===== src/rtl/thiele_cpu_core_pkg.sv =====
// Shared definitions for the Thiele CPU core: opcodes, FSM states, status and error codes.
package thiele_cpu_core_pkg;

  // Opcode map; mirrors the generated opcode header.
  localparam logic [7:0] OPCODE_PNEW       = 8'h00;
  localparam logic [7:0] OPCODE_LASSERT    = 8'h03;
  localparam logic [7:0] OPCODE_MDLACC     = 8'h05;
  localparam logic [7:0] OPCODE_XFER       = 8'h07;
  localparam logic [7:0] OPCODE_PYEXEC     = 8'h08;
  localparam logic [7:0] OPCODE_CHSH_TRIAL = 8'h09;
  localparam logic [7:0] OPCODE_XOR_LOAD   = 8'h0A;
  localparam logic [7:0] OPCODE_XOR_ADD    = 8'h0B;
  localparam logic [7:0] OPCODE_XOR_SWAP   = 8'h0C;
  localparam logic [7:0] OPCODE_XOR_RANK   = 8'h0D;
  localparam logic [7:0] OPCODE_EMIT       = 8'h0E;
  localparam logic [7:0] OPCODE_HALT       = 8'hFF;

  typedef enum logic [3:0] {
    StFetch     = 4'd0,
    StDecode    = 4'd1,
    StExecute   = 4'd2,
    StWaitLogic = 4'd3,
    StWaitPy    = 4'd4,
    StHalted    = 4'd5,
    StError     = 4'd6
  } state_e;

  localparam logic [31:0] STATUS_RESET   = 32'd0;
  localparam logic [31:0] STATUS_RUNNING = 32'd1;
  localparam logic [31:0] STATUS_HALTED  = 32'd2;
  localparam logic [31:0] STATUS_ERROR   = 32'd3;

  localparam logic [31:0] ERR_NONE       = 32'd0;
  localparam logic [31:0] ERR_ILLEGAL    = 32'd1;
  localparam logic [31:0] ERR_TABLE_FULL = 32'd2;

endpackage


===== src/rtl/thiele_popcount32.sv =====
// Combinational population count of a 32-bit word.
module thiele_popcount32 (
  input  logic [31:0] value,
  output logic [5:0]  count
);

  // Sum the set bits.
  always_comb begin
    count = '0;
    for (int i = 0; i < 32; i++) begin
      count = count + 6'(value[i]);
    end
  end

endmodule


===== src/rtl/thiele_cpu_core.sv =====
// Multicycle Thiele CPU core: fetch/decode/execute with coprocessor wait states.
module thiele_cpu_core
  import thiele_cpu_core_pkg::*;
#(
  parameter int unsigned NUM_MODULES = 64,
  parameter int unsigned REGION_MAX  = 8
) (
  input  logic        clk,
  input  logic        rst_n,
  input  logic [31:0] instr_data,
  output logic [31:0] pc,
  output logic [31:0] cert_addr,
  output logic [31:0] status,
  output logic [31:0] error_code,
  output logic [31:0] partition_ops,
  output logic [31:0] mdl_ops,
  output logic [31:0] info_gain,
  output logic [31:0] mu,
  output logic [31:0] mem_addr,
  output logic [31:0] mem_wdata,
  input  logic [31:0] mem_rdata,
  output logic        mem_we,
  output logic        mem_en,
  output logic        logic_req,
  output logic [31:0] logic_addr,
  input  logic        logic_ack,
  input  logic [31:0] logic_data,
  output logic        py_req,
  output logic [31:0] py_code_addr,
  input  logic        py_ack,
  input  logic [31:0] py_result
);

  localparam int unsigned ModIdxW = (NUM_MODULES > 1) ? $clog2(NUM_MODULES) : 1;

  state_e      state;
  logic [31:0] instr;
  logic [7:0]  opcode;
  logic [7:0]  operand_a;
  logic [7:0]  operand_b;
  logic [7:0]  cost;
  logic [31:0] reg_file     [32];
  logic [31:0] data_mem     [256];
  logic [31:0] module_table [NUM_MODULES];
  logic [7:0]  region_table [NUM_MODULES][REGION_MAX];

  logic [4:0]         ra;
  logic [4:0]         rb;
  logic [5:0]         rank;
  logic               free_found;
  logic [ModIdxW-1:0] free_idx;
  logic               unused_rdata;

  assign ra = operand_a[4:0];
  assign rb = operand_b[4:0];

  // Legacy memory bus is retired; keep it quiet.
  assign mem_addr     = '0;
  assign mem_wdata    = '0;
  assign mem_we       = 1'b0;
  assign mem_en       = 1'b0;
  assign unused_rdata = ^mem_rdata;

  thiele_popcount32 u_popcount (
    .value(reg_file[rb]),
    .count(rank)
  );

  // Lowest-indexed empty module-table entry.
  always_comb begin
    free_found = 1'b0;
    free_idx   = '0;
    for (int i = NUM_MODULES - 1; i >= 0; i--) begin
      if (module_table[i] == 32'd0) begin
        free_found = 1'b1;
        free_idx   = ModIdxW'(i);
      end
    end
  end

  // Core FSM, architectural state and counters.
  always_ff @(posedge clk) begin
    if (!rst_n) begin
      state         <= StFetch;
      instr         <= '0;
      opcode        <= '0;
      operand_a     <= '0;
      operand_b     <= '0;
      cost          <= '0;
      pc            <= '0;
      cert_addr     <= '0;
      status        <= STATUS_RESET;
      error_code    <= ERR_NONE;
      partition_ops <= '0;
      mdl_ops       <= '0;
      info_gain     <= '0;
      mu            <= '0;
      logic_req     <= 1'b0;
      logic_addr    <= '0;
      py_req        <= 1'b0;
      py_code_addr  <= '0;
      for (int i = 0; i < 32; i++) reg_file[i] <= '0;
      for (int i = 0; i < 256; i++) data_mem[i] <= '0;
      for (int i = 0; i < NUM_MODULES; i++) begin
        module_table[i] <= '0;
        for (int j = 0; j < REGION_MAX; j++) region_table[i][j] <= '0;
      end
    end else begin
      unique case (state)
        StFetch: begin
          instr  <= instr_data;
          status <= STATUS_RUNNING;
          state  <= StDecode;
        end
        StDecode: begin
          opcode    <= instr[31:24];
          operand_a <= instr[23:16];
          operand_b <= instr[15:8];
          cost      <= instr[7:0];
          state     <= StExecute;
        end
        StExecute: begin
          // Default: retire and fetch the next word; exceptions override below.
          state <= StFetch;
          pc    <= pc + 32'd4;
          mu    <= mu + 32'(cost);
          case (opcode)
            OPCODE_XOR_LOAD: reg_file[ra] <= data_mem[operand_b];
            OPCODE_XOR_ADD:  reg_file[ra] <= reg_file[ra] ^ reg_file[rb];
            OPCODE_XOR_SWAP: begin
              reg_file[ra] <= reg_file[rb];
              reg_file[rb] <= reg_file[ra];
            end
            OPCODE_XFER:       reg_file[ra] <= reg_file[rb];
            OPCODE_XOR_RANK:   reg_file[ra] <= 32'(rank);
            OPCODE_EMIT:       info_gain <= info_gain + 32'(operand_b);
            OPCODE_MDLACC:     mdl_ops <= mdl_ops + 32'd1;
            OPCODE_CHSH_TRIAL: ;
            OPCODE_PNEW: begin
              if (free_found) begin
                module_table[free_idx]    <= 32'd1;
                region_table[free_idx][0] <= operand_a;
                partition_ops             <= partition_ops + 32'd1;
              end else begin
                error_code <= ERR_TABLE_FULL;
                status     <= STATUS_ERROR;
                state      <= StError;
                pc         <= pc;
                mu         <= mu;
              end
            end
            OPCODE_LASSERT: begin
              logic_req  <= 1'b1;
              logic_addr <= {24'b0, operand_a};
              state      <= StWaitLogic;
              pc         <= pc;
              mu         <= mu;
            end
            OPCODE_PYEXEC: begin
              py_req       <= 1'b1;
              py_code_addr <= {24'b0, operand_a};
              state        <= StWaitPy;
              pc           <= pc;
              mu           <= mu;
            end
            OPCODE_HALT: begin
              status <= STATUS_HALTED;
              state  <= StHalted;
              pc     <= pc;
            end
            default: begin
              error_code <= ERR_ILLEGAL;
              status     <= STATUS_ERROR;
              state      <= StError;
              pc         <= pc;
              mu         <= mu;
            end
          endcase
        end
        StWaitLogic: begin
          if (logic_ack) begin
            cert_addr <= logic_data;
            logic_req <= 1'b0;
            pc        <= pc + 32'd4;
            mu        <= mu + 32'(cost);
            state     <= StFetch;
          end
        end
        StWaitPy: begin
          if (py_ack) begin
            reg_file[rb] <= py_result;
            py_req       <= 1'b0;
            pc           <= pc + 32'd4;
            mu           <= mu + 32'(cost);
            state        <= StFetch;
          end
        end
        StHalted: ;
        StError:  ;
        default: begin
          status <= STATUS_ERROR;
          state  <= StError;
        end
      endcase
    end
  end

endmodule


===== config.mk =====
export PLATFORM = sky130hd
export DESIGN_NAME = thiele_cpu_core
export DESIGN_NICKNAME = d
export VERILOG_FILES = /design/src/rtl/thiele_cpu_core_pkg.sv /design/src/rtl/thiele_popcount32.sv /design/src/rtl/thiele_cpu_core.sv
export SDC_FILE = /design/constraint.sdc
export NUM_CORES = 1
export LEC_CHECK = 0
export ABC_AREA = 1
export CORE_AREA = 2 2 204 206
export CTS_CLUSTER_SIZE = 12
export DETAILED_ROUTE_END_ITERATION = 7
export DIE_AREA = 0 0 206 208
export GPL_TIMING_DRIVEN = 0
export PLACE_DENSITY = 0.75
export SLEW_MARGIN = 20
export SYNTH_ARGS = -nofsm -noshare
export SYNTH_HDL_FRONTEND = slang
export SYNTH_HIERARCHICAL = 1
export SYNTH_SLANG_ARGS = --single-unit

===== constraint.sdc =====
create_clock -name clk -period 5.47 [get_ports clk]
set_clock_uncertainty 0.1 [all_clocks]
set_input_delay 1.094 -clock clk [delete_from_list [all_inputs] [get_ports clk]]
set_output_delay 1.094 -clock clk [all_outputs]
set_load 0.03 [all_outputs]

# ---- Word level (Yosys, flattened, before mapping)
# Memories as Yosys holds them, arrays and structs flattened.
# Cells that the tools add are included.
dict set report totals {
  reg_bits 342
  ram_bits 64
  inputBits 132
  output_inout_bits 388
  wordCells 306
  mem_count 1
}
dict set report op_classes {
  addsub 5
  eq_ne 27
  n_mux 163
  n_bitwise 3
  n_reduce_logical 89
}
# name words word_bits read_ports rd_ports_with_merged_regs wr line
set memory_table {}
lappend memory_table {module_table 64 1 64 0 64 thiele_cpu_core.sv:44} ;# logic [31:0] module_table [NUM_MODULES];
# op count
set op_table {}
lappend op_table {{zero test 32 bit} 64}
lappend op_table {{two-way mux 6 bit} 65}
lappend op_table {{one-hot mux 32 bit (3 select lines)} 4}
lappend op_table {{two-way mux 32 bit} 8}
lappend op_table {{one-hot mux 32 bit (2 select lines)} 3}
lappend op_table {{two-way mux 1 bit} 76}
lappend op_table {{adder 32 x 1 -> 32 bit, second input constant} 2}
lappend op_table {{adder 32 x 8 -> 32 bit} 2}
lappend op_table {{equality test 8 x 4 -> 1 bit, second input constant} 7}
lappend op_table {{adder 32 x 3 -> 32 bit, second input constant} 1}
lappend op_table {{one-hot mux 4 bit (6 select lines)} 1}
lappend op_table {{AND reduction 3 bit} 6}
lappend op_table {{equality test 8 x 3 -> 1 bit, second input constant} 2}
lappend op_table {{one-hot mux 3 bit (5 select lines)} 1}
lappend op_table {{equality test 4 x 3 -> 1 bit, second input constant} 3}
lappend op_table {{!= test 3 bit, second input constant} 4}
lappend op_table {{OR reduction 11 bit} 1}
lappend op_table {{AND reduction 2 bit} 5}
lappend op_table {{AND reduction 5 bit} 2}
lappend op_table {{OR reduction 10 bit} 1}
lappend op_table {{OR reduction 9 bit} 1}
lappend op_table {{equality test 4 x 2 -> 1 bit, second input constant} 2}
lappend op_table {{equality test 8 x 2 -> 1 bit, second input constant} 1}
lappend op_table {{equality test 8 bit, second input constant} 1}
lappend op_table {{15 further kinds} 24}

# ---- Longest topological paths before layout
# Gate-level depths: netlist of run 1.
# An unclocked memory read counts as a cell.
dict set report depth {
  word_depth 73
  mapped_depth 67
  depth_no_buf 66
}

# ---- Least setup slack after synthesis of run 1
# No wires, ideal clock.
dict set report synth_timing {
  path_kind {in2reg}
  from {in logic_ack}
  to {reg mu[30]}
  setup_ns 0.095
  t_arrival_ns 3.911
  required_ns 5.275
  setup_slack_ns 1.364
  path_stages 23
  path_buffers 1
  path_cell_list {clkbuf_1 nand2_1 a31oi_1 nand3_1 inv_1 o21ai_0 nor2_1 inv_1 nor2_1 nand2_1 inv_1 nand2_1 nor3_1 nand2_1 nor2_1 nand4_1 nor2_1 nand2_1 nor2_1 nand3_1 inv_1 nand2_1 a221oi_1}
}
dict set report synth_via {
  elab_chain_cells 2
}
# element line
set synth_lines {}
lappend synth_lines {{start: declaration} thiele_cpu_core.sv:26} ;# input logic logic_ack,
lappend synth_lines {{!= test 2 bit (no source line)} n/a}
lappend synth_lines {{AND reduction 5 bit (no source line)} n/a}
lappend synth_lines {{end signal: assignment} thiele_cpu_core.sv:126} ;# mu <= mu + 32'(cost);
lappend synth_lines {{end signal: assignment} thiele_cpu_core.sv:149} ;# mu <= mu;
lappend synth_lines {{end signal: assignment} thiele_cpu_core.sv:157} ;# mu <= mu;
lappend synth_lines {{end: declaration} thiele_cpu_core.sv:18} ;# output logic [31:0] mu,
# Every way passes these cells.
# A chain may end at the register's enable or synchronous reset.

# ---- Worst setup path in the final report of run 1
dict set report layout_timing {
  from {reg state[0]}
  to {reg mu[30]}
}
dict set report layout_via {
  elab_chain_cells 3
  word_cells_on_any_way 10
  classes_between {7 x eq/ne; 1 x mux; 2 x reduce/logical}
}
# element line
set layout_lines {}
lappend layout_lines {{start: declaration} thiele_cpu_core.sv:36} ;# state_e state;
lappend layout_lines {{start signal: assignment} thiele_cpu_core.sv:84} ;# state <= StFetch;
lappend layout_lines {{start signal: assignment} thiele_cpu_core.sv:113} ;# state <= StDecode;
lappend layout_lines {{start signal: assignment} thiele_cpu_core.sv:120} ;# state <= StExecute;
lappend layout_lines {{equality test 4 x 2 -> 1 bit, or another cell as far along} n/a}
lappend layout_lines {{!= test 3 bit (no source line), or another cell as far along} n/a}
lappend layout_lines {{AND reduction 5 bit (no source line)} n/a}
# Several ways; a longest one is shown, not always the timed one.

==> results.ini, run 1 <==
[outcome]
run_status=finished clean

[route]
drt_drc_violations_left=0
drtIter0Drc=969
total_wire_length_mm=48.89
drt_pre_antenna_iters=5
final_antenna_net_count=0
dr_total_vias=15913
post_drt_via_cell_ratio=4.837
route.detailed.wl_per_inst_um=14.86

[logic_synthesis]
post-synth-top-count-cell=sky130_fd_sc_hd__nand2_1
synth_top_cell_area_share=0.4226
synth-async-reset-ratio=0
synth_ff_type=sky130_fd_sc_hd__dfxtp_1
synth_top_cells_by_count=sky130_fd_sc_hd__nand2_1, sky130_fd_sc_hd__dfxtp_1, sky130_fd_sc_hd__nor2_1
syn_avg_cell_area_sq_um=7.243
largest_cells_by_area_after_synthesis=sky130_fd_sc_hd__dfxtp_1, sky130_fd_sc_hd__nand2_1, sky130_fd_sc_hd__buf_4, sky130_fd_sc_hd__nor2_1, sky130_fd_sc_hd__a21oi_1
synth_cell_type_count=46
yosys_warnings=6
ys_ff_latch=343
ys_seq_area_frac=0.4226
synth-edff-count=0
yosys.area.top_type=sky130_fd_sc_hd__dfxtp_1
post_synth_inst_count=2243
synthesis.area_sq_um=16250

[clock_tree]
tritoncts=done
clk_root_buffer_cell=sky130_fd_sc_hd__clkbuf_16
cts_repair_resize_count=0
clk-insertion-delay-late_ns=0.56
cts_hold_repair.buffers=0
clk_transition_reported_paths_ns=0.06
clkSinkCount=343
numCtsBuffers=38
cts_setup_buffers=0
cts.path.max_buffers=3
maximum_level_of_the_cts_h_tree=2

[run]
max_cap_viol_count=0

[floorplan]
placeableCoreArea_sq_um=40550
die_w_um=206
die_h_um=208
area_enclosed_by_the_die_boundary_sq_um=42850
design.portCount=520
initial_core_util=0.4006
placementRows=74

[sta]
final.period_utilization=0.8934
fmax_mhz=204.6
worst-slew-pin-transition_ns=1.042
fin_setup_tns_ns=0
finalWorstPathRequiredPeriod_ns=4.887
grt_setup_unrepaired=no
finalHoldViolations=0
timing.final.max_slew_violations=0
max-slew-margin-rel=0.3054
min_hold_slack_ns=0.3549
setup_violations=0

[cells_and_area]
diodes=0
drive_above_1_share=0.1004
final_std_cell_area_no_fill_sq_um=21520
fillCellCount=3843
flow.area_growth_from_synthesis_pct=32.45
finish.cell_count_without_fillers=3290
final_nets=2889

[global_route]
grt_overflow_total=0
grt_use_total=0.2219
grt_antenna_before_repair=0
vias_in_the_first_global_route=14747
first_pass_grt_wire_length_mm=76.31
grt_start_max_net_pins=13

[critical_path]
critical_path_arrival_ns=5.22
required_ns=5.80
endpoint_kind=flop
startpoint_type=flop
worstSetupPathType=reg -> reg
path_max_fanout=7

[hold_path]
worst_hold_path_type=reg -> reg

[place]
number_of_cells_in_the_design_after_placement=3228
gp_routability_congestion=0.8894
dpl_cell_area_sq_um=20360
place.detailed.hpwl_mm=37.24
port_buffers=277

[power_and_ir_drop]
power_leakage_nw=8.745
power_density_nw_per_um2=335.2
ir_worst_vdd_uv=308.1

## placed cells by master (no fill, tap or decap), types with 48 or more instances in the layout
cell type	synthesis	routed
sky130_fd_sc_hd__a21oi_1	165	165
sky130_fd_sc_hd__nor3_1	48	48
sky130_fd_sc_hd__nand4_1	70	70
sky130_fd_sc_hd__nand3_1	111	111
sky130_fd_sc_hd__nand2_1	421	421
sky130_fd_sc_hd__clkbuf_1	64	73
sky130_fd_sc_hd__clkdlybuf4s50_1	0	277
sky130_fd_sc_hd__dfxtp_1	343	343
sky130_fd_sc_hd__o21ai_0	154	154
sky130_fd_sc_hd__inv_1	194	194
sky130_fd_sc_hd__buf_4	180	180
sky130_fd_sc_hd__nor2_1	333	333
sky130_fd_sc_hd__conb_1	1	176
## worst paths after layout
kind | slack [ns] | startpoint | cells after the start | end
worst min-delay path | 0.35 | module_table[11] | 2 | module_table[11]
worst min register to register | 0.35 | module_table[11] | 2 | module_table[11]
worst max-delay path | 0.58 | state[0] | 24 | mu[30]
worst max register to register | 0.58 | state[0] | 24 | mu[30]
## routing by layer
metal	share of wire	global-route usage
met5	0	0
met2	0.48	0.3823
met1	0.40	0.2644
met3	0.082	0.05890
met4	0.032	0.07709
## critical path, stage by stage, from the launching register on
cell and delay, ns:
sky130_fd_sc_hd__dfxtp_1 0.44, sky130_fd_sc_hd__nand2_1 0.14, sky130_fd_sc_hd__nor2_2 0.29, sky130_fd_sc_hd__nand2_1 0.27, sky130_fd_sc_hd__a31oi_1 0.35, sky130_fd_sc_hd__nand3_1 0.35, sky130_fd_sc_hd__inv_1 0.24, sky130_fd_sc_hd__o21ai_0 0.17
sky130_fd_sc_hd__nor2_1 0.17, sky130_fd_sc_hd__inv_1 0.08, sky130_fd_sc_hd__nor2_1 0.14, sky130_fd_sc_hd__nand2_1 0.07, sky130_fd_sc_hd__inv_1 0.07, sky130_fd_sc_hd__nand2_1 0.07, sky130_fd_sc_hd__nor3_1 0.29, sky130_fd_sc_hd__nand2_1 0.11
sky130_fd_sc_hd__nor2_1 0.17, sky130_fd_sc_hd__nand4_1 0.17, sky130_fd_sc_hd__nor2_1 0.12, sky130_fd_sc_hd__nand2_1 0.09, sky130_fd_sc_hd__nor2_1 0.20, sky130_fd_sc_hd__nand3_1 0.19, sky130_fd_sc_hd__inv_1 0.12, sky130_fd_sc_hd__nand2_1 0.06
sky130_fd_sc_hd__a221oi_1 0.29
## area by class of cell
class / count / area [sq um] / share of cell area
Clock buffer: 53 / 1067 / 0.04960
Sequential cell: 343 / 6867 / 0.3191
Tap cell: 532 / 665.6 / 0.03093
Clock inverter: 9 / 95.09 / 0.004419
Multi-Input combinational cell: 1623 / 7630 / 0.3546
Timing Repair Buffer: 278 / 2788 / 0.1295
Buffer: 255 / 1668 / 0.07750
Inverter: 197 / 739.5 / 0.03436
## state kept, by name, indices dropped and copies added, names as in the netlist, 3 cells and up
signal / cells
py_code_addr: 8
instr: 32
state: 3
pc: 30
opcode: 8
info_gain: 32
mdl_ops: 32
cost: 8
cert_addr: 32
logic_addr: 8
partition_ops: 32
module_table: 64
operand_a: 8
mu: 32
operand_b: 8
## through the flow
step	setup slack, ns	power, mW	util
after detailed placement	0.05303	4.774	0.5020
after CTS	0.6291	7.246	0.5306
final	0.5831	7.212	0.5306
after global placement	0.2265	4.722	0.5016
after global routing	0.08067	7.610	0.5306
after floorplan	1.364	4.239	-
## logic make-up after synthesis
| logic type | synth area share |
|---|---|
| AO/OA/AOI/OAI | 0.1238 |
| flip-flops | 0.4226 |
| buffers and inverters | 0.1482 |
| adder cells (fa/ha/maj) | 0.01710 |
| other | 0.0002308 |
| XOR/XNOR | 0.006470 |
| AND/OR/NAND/NOR | 0.2816 |
## power by group
group          switching [mW]  internal (mW)  total, mW
sequential              0.191           2.77       2.96
combinational            1.21          0.583       1.79
clock                    1.05           1.41       2.46
total                    2.45           4.76       7.21
Note: power is estimated with default switching activity, not from simulation.
==> run 2: changes to the inputs <==
- ABC_AREA: 1 -> 0
- CORE_AREA: 2 2 204 206 -> 2 2 203 205
- DIE_AREA: 0 0 206 208 -> 0 0 205 207
- PLACE_DENSITY: 0.75 -> 0.77
==> results.ini, run 2 <==
[power_and_ir_drop]
power_mw=6.844  ; -5.1%
ir_worst_vdd_uv=272.0  ; -12%
power_density_nw_per_um2=305.4  ; -8.9%
power_leakage_nw=8.638  ; -1.2%

[global_route]
grt_start_max_net_pins=13  ; unchanged
globalRouteMet3Util=0.06403  ; +0.005137
grt_antenna_before_repair=1  ; +1
top_usage_layer=met2
first_pass_grt_wire_length_mm=82.50  ; +8.1%
global_route.usage.met2=0.4095  ; +0.02716
vias_in_the_first_global_route=15132  ; +2.6%
grt_use_total=0.2449  ; +0.02299
grt_overflow_total=0  ; unchanged
grtUsageMet1=0.2926  ; +0.02828

[clock_tree]
cts_setup_buffers=0  ; unchanged
numCtsBuffers=39  ; +2.6%
clk_root_buffer_cell=sky130_fd_sc_hd__clkbuf_16
cts_repair_resize_count=0  ; unchanged
clk-insertion-delay-late_ns=0.55  ; about the same
maximum_level_of_the_cts_h_tree=2  ; unchanged
cts_hold_repair.buffers=0  ; unchanged
clkSinkCount=343  ; unchanged
cts.path.max_buffers=3  ; unchanged
clk_transition_reported_paths_ns=0.06  ; about the same
tritoncts=done

[place]
place.detailed.hpwl_mm=40.88  ; +9.8%
port_buffers=279  ; +0.72%
gp_routability_congestion=0.9517  ; +7.0%

[hold_path]
hold_path_depth=2  ; unchanged
worst_hold_path_type=reg -> reg

[logic_synthesis]
post_synth_inst_count=2110  ; -5.9%
synth-edff-count=0  ; unchanged
synth_cell_type_count=84  ; +83%
post-synth-top-count-cell=sky130_fd_sc_hd__nand2_1
syn_avg_cell_area_sq_um=8.071  ; +11%
synth_top_cells_by_count=sky130_fd_sc_hd__nand2_1, sky130_fd_sc_hd__dfxtp_1, sky130_fd_sc_hd__buf_4
ys_ff_latch=343  ; unchanged
synth_ff_type=sky130_fd_sc_hd__dfxtp_1
synthesis.area_sq_um=17030  ; +4.8%
largest_cells_by_area_after_synthesis=sky130_fd_sc_hd__dfxtp_1, sky130_fd_sc_hd__nand2_1, sky130_fd_sc_hd__buf_4, sky130_fd_sc_hd__a21oi_1, sky130_fd_sc_hd__nor2_1
yosys_warnings=6  ; unchanged
synth-async-reset-ratio=0  ; unchanged
ys_seq_area_frac=0.4032  ; -0.01944
yosys.area.top_type=sky130_fd_sc_hd__dfxtp_1
synth_top_cell_area_share=0.4032  ; -0.01944

[cells_and_area]
final_nets=2758  ; -4.5%
mostFrequentLayoutCell=sky130_fd_sc_hd__nand2_1
flow.area_growth_from_synthesis_pct=31.57
sequential_cell_area_sq_um=6867  ; unchanged
fillCellCount=3706  ; -3.6%
biggest_register=module_table
area_used_by_multi_input_combinational_logic_sq_um=8920  ; +17%
final_cell_mix=sky130_fd_sc_hd__nand2_1, sky130_fd_sc_hd__dfxtp_1, sky130_fd_sc_hd__clkdlybuf4s50_1, sky130_fd_sc_hd__buf_4, sky130_fd_sc_hd__conb_1
largest_register_ffs=64  ; unchanged
drive_above_1_share=0.1091  ; +0.008690
final_util=0.5550  ; +0.02441

[sta]
finalWorstPathRequiredPeriod_ns=4.129  ; -0.7575 ns
timing.final.max_slew_violations=0  ; unchanged
worst-slew-pin-transition_ns=1.097  ; +0.05501 ns
setup_violations=0  ; unchanged
max-slew-margin-rel=0.2595  ; -0.04596
grt_setup_unrepaired=no
fmax_mhz=242.2  ; +18%
finalHoldViolations=0  ; unchanged
final.period_utilization=0.7549  ; -0.1385
fin_setup_tns_ns=0  ; unchanged

[route]
drt_pre_antenna_iters=6  ; +1
drtIter0Drc=1229  ; +27%
drt_drc_violations_left=0  ; unchanged
post_drt_via_cell_ratio=5.117  ; +5.8%
total_wire_length_mm=53.89  ; +10%
dr_total_vias=16186  ; +1.7%
route.detailed.wl_per_inst_um=17.04  ; +15%
final_antenna_net_count=0  ; unchanged

[floorplan]
placeableCoreArea_sq_um=40370  ; -0.46%
initial_core_util=0.4219  ; +0.02124
die_w_um=205  ; -0.49%
area_enclosed_by_the_die_boundary_sq_um=42440  ; -0.96%
die_h_um=207  ; -0.48%
design.portCount=520  ; unchanged
placementRows=74  ; unchanged

[critical_path]
required_ns=5.75  ; -0.05 ns
reg2reg_setup_slack_ns=2.08  ; +1.50 ns
worstSetupPathType=in -> reg
cp-endpoint=partition_ops[2]
critical_path.reg2reg.startpoint=mu[0]
r2r_cells=10  ; -58%
path_max_fanout=10  ; +3
endpoint_kind=flop
critical_path.startpoint=rst_n
critical_path_arrival_ns=4.41  ; -0.81 ns
crit-reg2reg-capture=mu[26]
startpoint_type=input pin

[outcome]
run_status=finished clean

[run]
max_cap_viol_count=0  ; unchanged

## run 2: changes by cell type in the layout (fill, tap and decap cells not counted), sizes merged, moves of 40 or more
cell and change:
o21ai -57, inv -158, nand2 -52, nor2 -204, nand2b +40, xor2 +49
mux2i +47
## run 2: kinds of logic (layout without fill, tap and decap cells)
kind of cell               Yosys count  in the layout  share of synthesized area
DFF                                343            343                     0.4032
xor gates and xnor gates            89             89                    0.04577
other                                1            177                  0.0002202
and+or+nand+nor                    909            909                     0.2616
muxes                               47             47                    0.02762
buffers and inverters              325            670                     0.1124
adders and majority gates           21             21                    0.01631
AOI/OAI and AO/OA                  375            375                     0.1328
## run 2: metrics by stage
stage | instances | setup slack [ns] | instance area [sq um] | hold slack [ns]
after floorplan | 2285 | 2.692 | 17690 | 0.3321
after detailed placement | 3096 | 0.9169 | 21150 | 0.3467
after global placement | 3096 | 0.9030 | 21150 | 0.3398
after global routing | 3162 | 1.383 | 22400 | 0.3685
after CTS | 3162 | 1.436 | 22400 | 0.3559
final | 3163 | 1.341 | 22410 | 0.3533
## run 2: final cells by class
class,instances,area share
multi-input cells,1617,0.3981
flip-flops and latches,343,0.3065
repair buffers,279,0.1246
plain buffers,284,0.07857
clock buffers,52,0.04752
well taps,532,0.02971
clock inverters,14,0.008041
inverters,41,0.006868
diodes,1,0.0001117
## run 2: layer usage
metal | vias up | wire length (um)
met5 | - | 0
met4 | 0 | 2479
met3 | 138 | 4264
met2 | 603 | 25650
met1 | 7502 | 21500
li1 | 7943 | -
## run 2: how the worst min path moves through the flow
stage                              from       endpoint  slack [ns]
final                         instr[11]   operand_b[3]        0.35
after global routing          instr[11]   operand_b[3]        0.37
after CTS                     instr[29]      instr[29]        0.36
after detailed placement  error_code[0]  error_code[0]        0.35
after global placement        instr[21]   operand_a[5]        0.34
after floorplan                instr[0]        cost[0]        0.33
## run 2: critical path, stage by stage
cell,delay [ns]
sky130_fd_sc_hd__clkdlybuf4s50_1,0.64
sky130_fd_sc_hd__inv_1,0.41
sky130_fd_sc_hd__clkbuf_1,0.62
sky130_fd_sc_hd__clkbuf_1,0.60
sky130_fd_sc_hd__clkbuf_1,0.89
sky130_fd_sc_hd__nor2_1,0.14
## run 2: where the power goes
part | switching (mW) | internal (mW) | leakage, nW
Combinational | 0.988 | 0.480 | 5.25
Sequential | 0.110 | 2.66 | 2.77
Clock | 1.05 | 1.55 | 0.613
Total | 2.15 | 4.69 | 8.64
==> run 3: changes to the inputs <==
- CORE_AREA: 2 2 203 205 -> default
- CORE_MARGIN: default -> 2
- CORE_UTILIZATION: default -> 43
- DIE_AREA: 0 0 205 207 -> default
- PLACE_DENSITY: 0.77 -> 0.81
- clock period: 5.47 -> 3.4 ns (I/O delays scaled with it)
==> results.ini, run 3 (synthesis results as in run 2) <==
[route]
dr_total_vias=16709  ; +3.2%
final_antenna_net_count=0  ; unchanged
drtIter0Drc=1351  ; +9.9%
post_drt_via_cell_ratio=5.303  ; +3.6%
route.detailed.wl_per_inst_um=17.16  ; +0.74%
total_wire_length_mm=54.08  ; +0.36%
drt_pre_antenna_iters=7  ; +1
drt_drc_violations_left=0  ; unchanged

[global_route]
grt_use_total=0.2516  ; +0.006745
grt_overflow_total=0  ; unchanged
vias_in_the_first_global_route=15639  ; +3.4%
grt_start_max_net_pins=13  ; unchanged
first_pass_grt_wire_length_mm=83.28  ; +0.95%
grt_antenna_before_repair=1  ; unchanged

[critical_path]
crit-reg2reg-capture=module_table[46]
worstSetupPathType=in -> reg
critical-path-top-cell-by-count=sky130_fd_sc_hd__clkbuf_1
startpoint_type=input pin
critical_path.startpoint=rst_n
cpPeakStageDelay_ns=0.73  ; -0.16 ns
worst_path_dominant_cell_family=buffers and inverters
endpoint_kind=flop
path_max_fanout=10  ; unchanged
critical_path.cell_chain=clkdlybuf4s50_1, inv_1, clkbuf_1, clkbuf_1, clkbuf_1, nor2_1
critical_path_arrival_ns=3.54  ; -0.87 ns
required_ns=3.71  ; -2.04 ns
timing.critical_path.buf_inv=5  ; unchanged
critical_path.reg2reg.startpoint=module_table[16]
reg2reg_setup_slack_ns=0.29  ; -1.79 ns
critPathSlowestCell=sky130_fd_sc_hd__clkbuf_1
r2r_cells=8  ; -2

[outcome]
run_status=finished clean

[clock_tree]
clk_root_buffer_cell=sky130_fd_sc_hd__clkbuf_16
cts_hold_repair.buffers=0  ; unchanged
maximum_level_of_the_cts_h_tree=2  ; unchanged
tritoncts=done
numCtsBuffers=39  ; unchanged
clk_transition_reported_paths_ns=0.06  ; about the same
clkSinkCount=343  ; unchanged
clk-insertion-delay-late_ns=0.56  ; about the same
cts.path.max_buffers=3  ; unchanged

[run]
max_cap_viol_count=0  ; unchanged

[place]
number_of_cells_in_the_design_after_placement=3082  ; -0.45%
pre_cts_ws_ns=-0.5787  ; -1.496 ns
gp_routability_congestion=0.9490  ; -0.28%
place.detailed.hpwl_mm=41.12  ; +0.60%
port_buffers=279  ; unchanged

[sta]
min_hold_slack_ns=0.3456  ; -0.007651 ns
finalHoldViolations=0  ; unchanged
max-slew-margin-rel=0.2737  ; +0.01420
final.period_utilization=0.9511
timing.final.max_slew_violations=0  ; unchanged
finalWorstPathRequiredPeriod_ns=3.234
setup_violations=0  ; unchanged
setup_ws_ns=0.1663  ; -1.174 ns
fmax_mhz=309.2
grt_setup_unrepaired=no
worst-slew-pin-transition_ns=1.080  ; -0.01638 ns

[cells_and_area]
final_cell_mix=sky130_fd_sc_hd__nand2_1, sky130_fd_sc_hd__dfxtp_1, sky130_fd_sc_hd__clkdlybuf4s50_1, sky130_fd_sc_hd__buf_4, sky130_fd_sc_hd__conb_1
flow.area_growth_from_synthesis_pct=31.71
drive_above_1_share=0.1124  ; +0.003294
finish.cell_count_without_fillers=3151  ; -0.38%
final_nets=2761  ; +0.11%
largest_register_ffs=64  ; unchanged
diodes=0  ; -1
biggest_register=module_table
mostFrequentLayoutCell=sky130_fd_sc_hd__nand2_1

[floorplan]
area_enclosed_by_the_die_boundary_sq_um=41210  ; -2.9%
initial_core_util=0.4386  ; +0.01675
placementRows=72  ; -2.7%
die_w_um=203.0  ; -0.97%
die_h_um=203.0  ; -1.9%
design.portCount=520  ; unchanged
placeableCoreArea_sq_um=38830  ; -3.8%

[hold_path]
worst_hold_path_type=reg -> reg
hold-path-endpoint=operand_a[6]
hold_path_depth=2  ; unchanged
min_from=instr[22]

[power_and_ir_drop]
power_leakage_nw=8.670  ; +0.37%
ir_worst_vdd_uv=447.3  ; +64%
power_density_nw_per_um2=491.0  ; +61%

run 3: layout make-up:
cell class | instances | area, sq um
clock buffer | 56 | 1140
clock inverter | 10 | 122.6
buffer | 284 | 1763
tap | 518 | 648.1
inverter | 41 | 153.9
timing repair buffer | 282 | 2815
sequential | 343 | 6867
fill | 3375 | 16400
multi-input combinational | 1617 | 8921
run 3: worst max-delay path by stage:
stage                   endpoint  slack [ns]  cells after the start
3_3_place_gp       logic_addr[3]       -0.51                      6
3_5_place_dp       logic_addr[1]       -0.58                      6
5_1_grt            info_gain[22]        0.12                     11
2_1_floorplan             mu[16]        0.62                     10
4_1_cts         module_table[46]        0.04                      8
6_report       partition_ops[19]        0.17                      6
run 3: worst reg2reg max path: stages (launching register included):
cell and delay (ns):
sky130_fd_sc_hd__dfxtp_1 0.46, sky130_fd_sc_hd__nand4_1 0.19, sky130_fd_sc_hd__a311oi_1 0.37, sky130_fd_sc_hd__o21ai_0 0.30
sky130_fd_sc_hd__a2111oi_2 0.56, sky130_fd_sc_hd__or2_2 0.25, sky130_fd_sc_hd__nand4_1 0.21, sky130_fd_sc_hd__clkbuf_2 0.34
sky130_fd_sc_hd__o21ai_0 0.24
run 3: power breakdown:
group | leakage (nW) | internal, mW | switching, mW
Sequential | 2.77 | 4.28 | 0.188
Clock | 0.627 | 2.48 | 1.70
Combinational | 5.27 | 0.773 | 1.58
run 3: per-layer routing:
layer / wire [um] / part of all wire / up-vias / global-route usage
met5: 0 / 0 / - / 0
met3: 4676 / 0.086 / 173 / 0.06019
met2: 25930 / 0.48 / 758 / 0.4331
li1: - / - / 7976 / -
met1: 20750 / 0.38 / 7802 / 0.2901
met4: 2727 / 0.050 / 0 / 0.1306
run 3: repair_timing:
action	CTS	global route
setup buffers	0	3
hold endpoints to repair	0	0
gates resized for setup	3	4
setup endpoints to repair	12	16
run 3: stage by stage:
| stage | power, mW | cell area, sq um | TNS (ns) | utilization |
|---|---|---|---|---|
| floorplan | 6.210 | 17690 | 0 | - |
| global placement | 6.805 | 21130 | -35.86 | 0.5441 |
| detailed placement | 6.873 | 21130 | -45.10 | 0.5441 |
| CTS | 11.04 | 22400 | 0 | 0.5769 |
| global route | 11.47 | 22430 | 0 | 0.5777 |
| finish | 11.01 | 22430 | 0 | 0.5777 |
